[src/rtl/regfile_dump_reader.sv]
// Purpose: walks a register-index range on the registerfile read port and streams each word out on a valid/ready link.
// Latency: first beat is valid READ_LATENCY+1 edges after start; with dumpReady held high, one beat every READ_LATENCY+1 cycles.
// Backpressure: dumpValid/dumpData/dumpAddr stay frozen in SEND until dumpReady; the next read is not issued until that handshake.
module regfile_dump_reader #(
    parameter int DATA_WIDTH   = 32,
    parameter int ADDR_WIDTH   = 5,
    parameter int READ_LATENCY = 1
) (
    input  logic                  clock,
    input  logic                  reset,
    input  logic                  start,
    input  logic [ADDR_WIDTH-1:0] firstAddr,
    input  logic [ADDR_WIDTH-1:0] lastAddr,
    input  logic                  abort,
    output logic [ADDR_WIDTH-1:0] regS,
    output logic                  registerFileWP,
    input  logic [DATA_WIDTH-1:0] regsOutA,
    output logic [DATA_WIDTH-1:0] dumpData,
    output logic [ADDR_WIDTH-1:0] dumpAddr,
    output logic                  dumpValid,
    input  logic                  dumpReady,
    output logic                  busy,
    output logic                  done,
    output logic                  rangeError
);

    typedef enum logic [2:0] {
        S_IDLE = 3'd0,
        S_ADDR = 3'd1,
        S_WAIT = 3'd2,
        S_SEND = 3'd3,
        S_FIN  = 3'd4
    } state_t;

    // Edge count at which the read data is valid; the counter starts at 2
    // because the ADDR cycle already accounts for the first edge.
    localparam logic [1:0] LAT_CODE = 2'(READ_LATENCY);

    state_t                  r_state;
    logic [ADDR_WIDTH-1:0]   r_cursor;
    logic [ADDR_WIDTH-1:0]   r_last;
    logic [ADDR_WIDTH-1:0]   r_regs;
    logic [DATA_WIDTH-1:0]   r_data;
    logic [ADDR_WIDTH-1:0]   r_addr;
    logic                    r_vld;
    logic                    r_done;
    logic                    r_rerr;
    logic                    r_abort;
    logic [1:0]              r_lat_cnt;

    logic                    w_handshake;
    logic                    w_abort_now;
    logic                    w_last_beat;
    logic [ADDR_WIDTH-1:0]   w_next;

    // An abort seen this cycle counts the same as one latched earlier.
    assign w_handshake = r_vld & dumpReady;
    assign w_abort_now = r_abort | abort;
    // Compare before incrementing so a range ending at the top index never wraps.
    assign w_last_beat = (r_cursor == r_last);
    assign w_next      = r_cursor + {{(ADDR_WIDTH-1){1'b0}}, 1'b1};

    // Single sequencer: address issue, read-latency wait, beat hand-off, done pulse.
    always_ff @(posedge clock or negedge reset) begin
        if (!reset) begin
            r_state   <= S_IDLE;
            r_cursor  <= '0;
            r_last    <= '0;
            r_regs    <= '0;
            r_data    <= '0;
            r_addr    <= '0;
            r_vld     <= 1'b0;
            r_done    <= 1'b0;
            r_rerr    <= 1'b0;
            r_abort   <= 1'b0;
            r_lat_cnt <= 2'd0;
        end else begin
            case (r_state)
                S_IDLE: begin
                    // abort is ignored here, so a same-cycle start always wins
                    if (start) begin
                        r_last <= lastAddr;
                        if (firstAddr > lastAddr) begin
                            r_state <= S_FIN;
                            r_done  <= 1'b1;
                            r_rerr  <= 1'b1;
                        end else begin
                            r_regs   <= firstAddr;
                            r_cursor <= firstAddr;
                            r_state  <= S_ADDR;
                        end
                    end
                end

                S_ADDR: begin
                    r_abort <= r_abort | abort;
                    if (w_abort_now) begin
                        r_state <= S_FIN;
                        r_done  <= 1'b1;
                    end else if (READ_LATENCY <= 1) begin
                        r_data  <= regsOutA;
                        r_addr  <= r_cursor;
                        r_vld   <= 1'b1;
                        r_state <= S_SEND;
                    end else begin
                        r_lat_cnt <= 2'd2;
                        r_state   <= S_WAIT;
                    end
                end

                S_WAIT: begin
                    r_abort <= r_abort | abort;
                    if (w_abort_now) begin
                        r_state <= S_FIN;
                        r_done  <= 1'b1;
                    end else if (r_lat_cnt >= LAT_CODE) begin
                        r_data  <= regsOutA;
                        r_addr  <= r_cursor;
                        r_vld   <= 1'b1;
                        r_state <= S_SEND;
                    end else begin
                        r_lat_cnt <= r_lat_cnt + 2'd1;
                    end
                end

                S_SEND: begin
                    // Abort here is only latched; the beat on the link still completes.
                    r_abort <= r_abort | abort;
                    if (w_handshake) begin
                        r_vld <= 1'b0;
                        if (w_last_beat || w_abort_now) begin
                            r_state <= S_FIN;
                            r_done  <= 1'b1;
                        end else begin
                            r_cursor <= w_next;
                            r_regs   <= w_next;
                            r_state  <= S_ADDR;
                        end
                    end
                end

                S_FIN: begin
                    r_done  <= 1'b0;
                    r_rerr  <= 1'b0;
                    r_abort <= 1'b0;
                    r_state <= S_IDLE;
                end

                default: begin
                    r_state <= S_IDLE;
                end
            endcase
        end
    end

    // The block only reads, so write-protect is held permanently.
    assign registerFileWP = 1'b1;
    assign regS           = r_regs;
    assign dumpData       = r_data;
    assign dumpAddr       = r_addr;
    assign dumpValid      = r_vld;
    assign busy           = (r_state != S_IDLE);
    assign done           = r_done;
    assign rangeError     = r_rerr;

endmodule
[config.mk]
export PLATFORM = sky130hd
export DESIGN_NAME = regfile_dump_reader
export DESIGN_NICKNAME = d
export VERILOG_FILES = /design/src/rtl/regfile_dump_reader.sv
export SDC_FILE = /design/constraint.sdc
export NUM_CORES = 1
export LEC_CHECK = 0
export CORE_UTILIZATION = 50
export CTS_BUF_LIST = sky130_fd_sc_hd__clkbuf_4 sky130_fd_sc_hd__clkbuf_8
export DETAILED_ROUTE_END_ITERATION = 7
export PLACE_DENSITY_LB_ADDON = 0.1
export SETUP_SLACK_MARGIN = 0.05
export SYNTH_ARGS = -nofsm -noshare
export SYNTH_HDL_FRONTEND = slang
export SYNTH_SLANG_ARGS = --single-unit
[constraint.sdc]
create_clock -name clock -period 2.7 [get_ports clock]
set_clock_uncertainty 0.2 [all_clocks]
set_input_delay 0.54 -clock clock [delete_from_list [all_inputs] [get_ports clock]]
set_output_delay 0.54 -clock clock [all_outputs]
set_load 0.1 [all_outputs]
==> results.md, run 1 <==
- Top Usage Layer GRT: met2
- Crit path required time: 2.69 ns
- Crit path max fanout: 6
- Die height: 75.5 um
- Antenna viol nets, final: 0
- Filler cell count: just over 400
- TritonCTS Buffers: 5
- Capturing point of the worst reg2reg path: regS[2]$_DFFE_PN0P_
- DRT iter0 DRCs: 102
- Ratio of cells with drive above 1 in the final layout: 0.355
- Clock Path Buffers: 2
- Die Wd: 75.5 um
- Fmax: 435 MHz
- Global route overflow: 0
- Met2 usage: 0.344
- Reg2reg start: r_state[1]$_DFFE_PN0P_
- FP Rows: 26
- Critical path class: in2reg
- DRT Pass-1 Iters: 4
- Synth area leaders: dfrtp_1 52%, mux2_2 11%, mux2_4 7.8%, ha_1 3.2%, a21oi_1 1.7%
- Worst hold path type: in2async
- Drt via density: 5.22
- Syn Inst Count: roughly 220
- Rel. slew slack: 0.522
- Hold slack: 0.147 ns
- Total negative setup slack: 0 ns
- FFs w/ async S/R, synth: 1.00
- Post-CTS sizing: 0
- CTS HTree Levels: 2
- Seq cells post-synth: 56
- Count leader, synth: dfrtp_1
- TritonCTS clock tree: done
- Slew @ Worst Pin: 0.714 ns
- # IOs: 94
- Max Slew Vio Count: 0
- Final period util: 0.851
- PortBufs: 92
- Fin. Hold Viols: 0
- Hold buffer count at CTS: 0
- Detailed Place HPWL: around 4.2 mm
- Number of synthesized flops with an enable pin: 0
- Min Tclk post-route: 2.30 ns
- Yosys cell types: 49
- Startpoint types: input port
- Clk pin slew, worst setup/hold paths: 0.10 ns
- Worst Reg-to-Reg Cells: 5
- Syn_nets: 270
- Seq/Total Area, Yosys: 0.518
- Status: completed
- DRC: 0
- Die area: 5710 um^2
- Cell Area, Synth: roughly 2700 um^2
- Area share of the largest cell type after synthesis: 0.518
- GP Congestion: 0.865
- Detailed-route wire length: 5.73 mm
- Total GRT Usage: 0.215
- Arrival @ worst endpoint: ~2.3 ns
- Max_cap viols: 0
- Setup violators final: 0
- DR WL/cell: 15.1 um
- Nets: 363
- Clock Latency Late Sink: 0.31 ns
- Synth warnings: 0
- Ys flop type: dfrtp_1
- Average instance area after synthesis: 12.5 um^2
- P&R area growth vs syn: 34.9%
- Largest net degree at the start of global routing: 57
- Synth area leader: dfrtp_1
- RSZ-0062 raised after global routing: no
- Most frequent cells after synthesis: 56 x dfrtp_1, 26 x mux2_2, 14 x mux2_4
- Global-route wire length before repair: 9.18 mm
- Vias in the first global route: 1943
- GRT met1 Usage: 0.297
- Post-CTS setup buffer count: 0
- Root buf cell: clkbuf_8
- Core Region: 5170 um^2
- GR Layer Usage met3: 0.0503
- Reg2Reg Setup Slack: 0.63 ns
- Starting Density: 0.523
- Via count: 1983
- Ant. Diodes: 0
- Initial antenna violation count: 0
- Crit. End Element: flop
- Clock tree sinks: 56
-- layout by cell type (no fill, tap or decap), types with 2 or more instances in the layout --
master and count:
a21o_1 2, nand3_1 2, clkinv_2 2, clkdlybuf4s50_1 45, nor3_2 2, inv_1 12
o21ai_0 5, mux2_4 14, o211ai_1 2, nand4_1 2, dfrtp_1 56, xor2_1 5
nor2b_1 2, nor2_1 11, mux2_2 26, o21a_1 4, a31oi_1 5, a21oi_1 9
clkbuf_8 5, nand2_1 10, and2_1 2, buf_4 48, ha_1 7, o22a_1 2
a2bb2oi_1 2
-- cells by family (layout without fill, tap and decap cells) --
group                    after synthesis  after routing  synth area share
AO/OA/AOI/OAI                         44             44             0.117
flip-flops                            56             56             0.518
adder cells (fa/ha/maj)                7              7            0.0324
AND/OR/NAND/NOR                       40             40            0.0796
XOR/XNOR                               6              6            0.0194
other                                  1              1           0.00139
buffers and inverters                 22            116            0.0458
multiplexers                          40             40             0.186
-- registers in the layout, indices dropped and copies added (netlist names) --
name        count
dumpData       32
dumpAddr        5
r_last          5
regS            5
r_state         3
r_lat_cnt       2
done            1
dumpValid       1
r_abort         1
rangeError      1
-- final cells by class --
class	instances	area, um^2	share of cell area
Clock buffer	5	68.8	0.0189
Clock inverter	3	18.8	0.00515
Inverter	13	48.8	0.0134
Multi-Input combinational cell	138	1190	0.325
Sequential cell	56	1400	0.384
Tap cell	70	87.6	0.0240
Timing Repair Buffer	95	836	0.229
-- critical path: stages --
cell             delay, ns
clkdlybuf4s50_1       0.47
inv_1                 0.05
ha_1                  0.29
a21o_1                0.16
a21oi_1               0.21
a21bo_2               0.22
nand2_1               0.12
o22a_1                0.24
-- metal layers --
layer / vias up / wire, um
met2: 60 / 2790
met5: - / 0
met4: 0 / 58
met1: 969 / 2590
li1: 948 / -
met3: 6 / 293
-- worst max-delay path by stage --
stage / start / end / slack (ns) / cells after the start
detailed placement: lastAddr[3] / regS[1]$_DFFE_PN0P_ / 0.07 / 8
CTS: lastAddr[3] / regS[1]$_DFFE_PN0P_ / 0.40 / 8
global route: lastAddr[3] / regS[1]$_DFFE_PN0P_ / 0.27 / 8
floorplan: regS[2]$_DFFE_PN0P_ / regS[0]$_DFFE_PN0P_ / 0.37 / 6
global placement: lastAddr[3] / regS[1]$_DFFE_PN0P_ / 0.14 / 8
finish: lastAddr[3] / regS[1]$_DFFE_PN0P_ / 0.40 / 8
-- through the flow --
step	cells	worst slack [ns]	utilization	instance area [um^2]
floorplan	216	0.369	-	2700
global placement	372	0.145	0.688	3560
detailed placement	372	0.0701	0.688	3560
CTS	380	0.396	0.705	3650
global route	380	0.273	0.705	3650
finish	380	0.403	0.705	3650
Power of run 1 is not shown: default switching activity piles up to over one toggle a cycle in this logic, so the estimate is an artifact.
==> inputs of run 2 (changes only) <==
--- a/config.mk
+++ b/config.mk
@@ -5,6 +5,7 @@
 export SDC_FILE = /design/constraint.sdc
 export NUM_CORES = 1
 export LEC_CHECK = 0
+export CORE_ASPECT_RATIO = 1.2
 export CORE_UTILIZATION = 50
 export CTS_BUF_LIST = sky130_fd_sc_hd__clkbuf_4 sky130_fd_sc_hd__clkbuf_8
 export DETAILED_ROUTE_END_ITERATION = 7
==> run 2 against run 1 <==
Net effect: maximum frequency is essentially flat; critical path depth is the same; register-to-register slack improved by 0.09 ns; sequential share of layout area shrank 0.16 points; non-clock buffer count increased by 3; via count grew 0.45%; largest cell class unchanged.
==> results.md, run 2 (synthesis results as in run 1) <==
- Clock Latency Late Sink: 0.30 ns (was 0.31 ns)
- DRT iter0 DRCs: 67 (was 102)
- Global route overflow: 0 (unchanged)
- Die Wd: 69.1 um (was 75.5 um)
- PortBufs: 92 (unchanged)
- Filler cell count: 379 (was 412)
- Clk pin slew, worst setup/hold paths: 0.10 ns (about the same)
- Max reg flops: 32 (unchanged)
- Via count: 1992 (was 1983)
- Status: completed (unchanged)
- Root buf cell: clkbuf_8 (unchanged)
- Max_cap viols: 0 (unchanged)
- Initial antenna violation count: 0 (unchanged)
- Die area: 5710 um^2 (about the same)
- TritonCTS Buffers: 5 (unchanged)
- Clock tree sinks: 56 (unchanged)
- Antenna viol nets, final: 0 (unchanged)
- Ant. Diodes: 0 (unchanged)
- Clock Path Buffers: 2 (unchanged)
- Min Tclk post-route: 2.29 ns (was 2.30 ns)
- Max Slew Vio Count: 0 (unchanged)
- Setup violators final: 0 (unchanged)
- DRC: 0 (unchanged)
- GP Congestion: 0.854 (was 0.865)
- Core Region: 5080 um^2 (was 5170 um^2)
- Global-route wire length before repair: 9.54 mm (was 9.18 mm)
- Ratio of cells with drive above 1 in the final layout: 0.361 (was 0.355)
- Fin util: 0.721 (was 0.705)
- Detailed-route wire length: 5.75 mm (was 5.73 mm)
- Total GRT Usage: 0.211 (was 0.215)
- DRT Pass-1 Iters: 4 (unchanged)
- Rel. slew slack: 0.612 (was 0.522)
- Critical path class: in2reg (unchanged)
- Total negative setup slack: 0 ns (unchanged)
- DR WL/cell: 15.4 um (was 15.1 um)
- Worst hold path type: in2async (unchanged)
- Drt via density: 5.34 (was 5.22)
- Worst Setup Slack, final: 0.405 ns (was 0.403 ns)
- Crit. End Element: flop (unchanged)
- # IOs: 94 (unchanged)
- Crit path required time: 2.69 ns (about the same)
- Hold buffer count at CTS: 0 (unchanged)
- Vias in the first global route: 2078 (was 1943)
- Starting Density: 0.532 (was 0.523)
- Arrival @ worst endpoint: 2.28 ns (was 2.29 ns)
- RSZ-0062 raised after global routing: no (unchanged)
- Fin. Hold Viols: 0 (unchanged)
- CTS HTree Levels: 2 (unchanged)
- Post-CTS setup buffer count: 0 (unchanged)
- Final period util: 0.850 (was 0.851)
- Most frequent cells in the layout: 56 x dfrtp_1, 51 x buf_4, 45 x clkdlybuf4s50_1, 26 x mux2_2, 14 x mux2_4 (was 56 x dfrtp_1, 48 x buf_4, 45 x clkdlybuf4s50_1, 26 x mux2_2, 14 x mux2_4)
- FP Rows: 28 (was 26)
- Crit path max fanout: 6 (unchanged)
- Largest net degree at the start of global routing: 31 (was 57)
- Nets: 366 (was 363)
- Startpoint types: input port (unchanged)
- Detailed Place HPWL: 4.44 mm (was 4.21 mm)
- Post-CTS sizing: 0 (unchanged)
- Placement Setup Slack: 0.108 ns (was 0.0701 ns)
- Fmax: 436 MHz (was 435 MHz)
- Commonest non-fill, non-tap cell in the layout: dfrtp_1 (unchanged)
- TritonCTS clock tree: done (unchanged)
- Slew @ Worst Pin: 0.581 ns (was 0.714 ns)
- Die height: 82.6 um (was 75.5 um)
- P&R area growth vs syn: 35.4% (was 34.9%)
[run 2: final cells by class]
type                            instances  area, um^2  share of cell area
Clock buffer                            6        76.3              0.0208
Clock inverter                          2        16.3             0.00444
Tap cell                               60        75.1              0.0205
Sequential cell                        56        1400               0.383
Inverter                               13        48.8              0.0133
Multi-Input combinational cell        138        1190               0.324
Timing Repair Buffer                   98         858               0.234
[run 2: path summary, 6_finish.rpt]
check / start / to / slack, ns / depth (start not counted)
worst max-delay path: lastAddr[4] / regS[0]$_DFFE_PN0P_ / 0.41 / 8
worst min-delay path: reset / dumpAddr[2]$_DFFE_PN0P_ / 0.03 / 1
worst max register to register: r_lat_cnt[0]$_DFFE_PN0P_ / dumpData[16]$_DFFE_PN0P_ / 0.72 / 6
worst min register to register: dumpAddr[4]$_DFFE_PN0P_ / dumpAddr[4]$_DFFE_PN0P_ / 0.29 / 2
max in group asynchronous: reset / r_last[2]$_DFFE_PN0P_ / 1.62 / 2
min in group clock: dumpAddr[4]$_DFFE_PN0P_ / dumpAddr[4]$_DFFE_PN0P_ / 0.29 / 2
[run 2: critical path, stage by stage]
cell	delay, ns
clkdlybuf4s50_1	0.49
inv_1	0.05
ha_1	0.28
nand3_1	0.11
o21bai_1	0.20
a21bo_2	0.26
o211a_1	0.15
o22a_1	0.19
[run 2: metal layers]
layer  vias to the layer above  global-route usage  share of wire  routed length (um)
met4                         0              0.0592         0.0070                  40
met1                       978               0.265           0.44                2510
met2                        58               0.365           0.51                2950
met5                         -                   0              0                   0
li1                        952                   -              -                   -
met3                         4              0.0510          0.044                 255
[run 2: stage by stage]
| step | cell area [um^2] | std cells | hold WS (ns) |
|---|---|---|---|
| floorplan | 2700 | 216 | 0.0444 |
| global placement | 3570 | 365 | 0.270 |
| detailed placement | 3570 | 365 | 0.277 |
| CTS | 3660 | 373 | 0.0368 |
| global route | 3660 | 373 | 0.0578 |
| finish | 3660 | 373 | 0.0291 |
Power of run 2 is left out for the same reason.
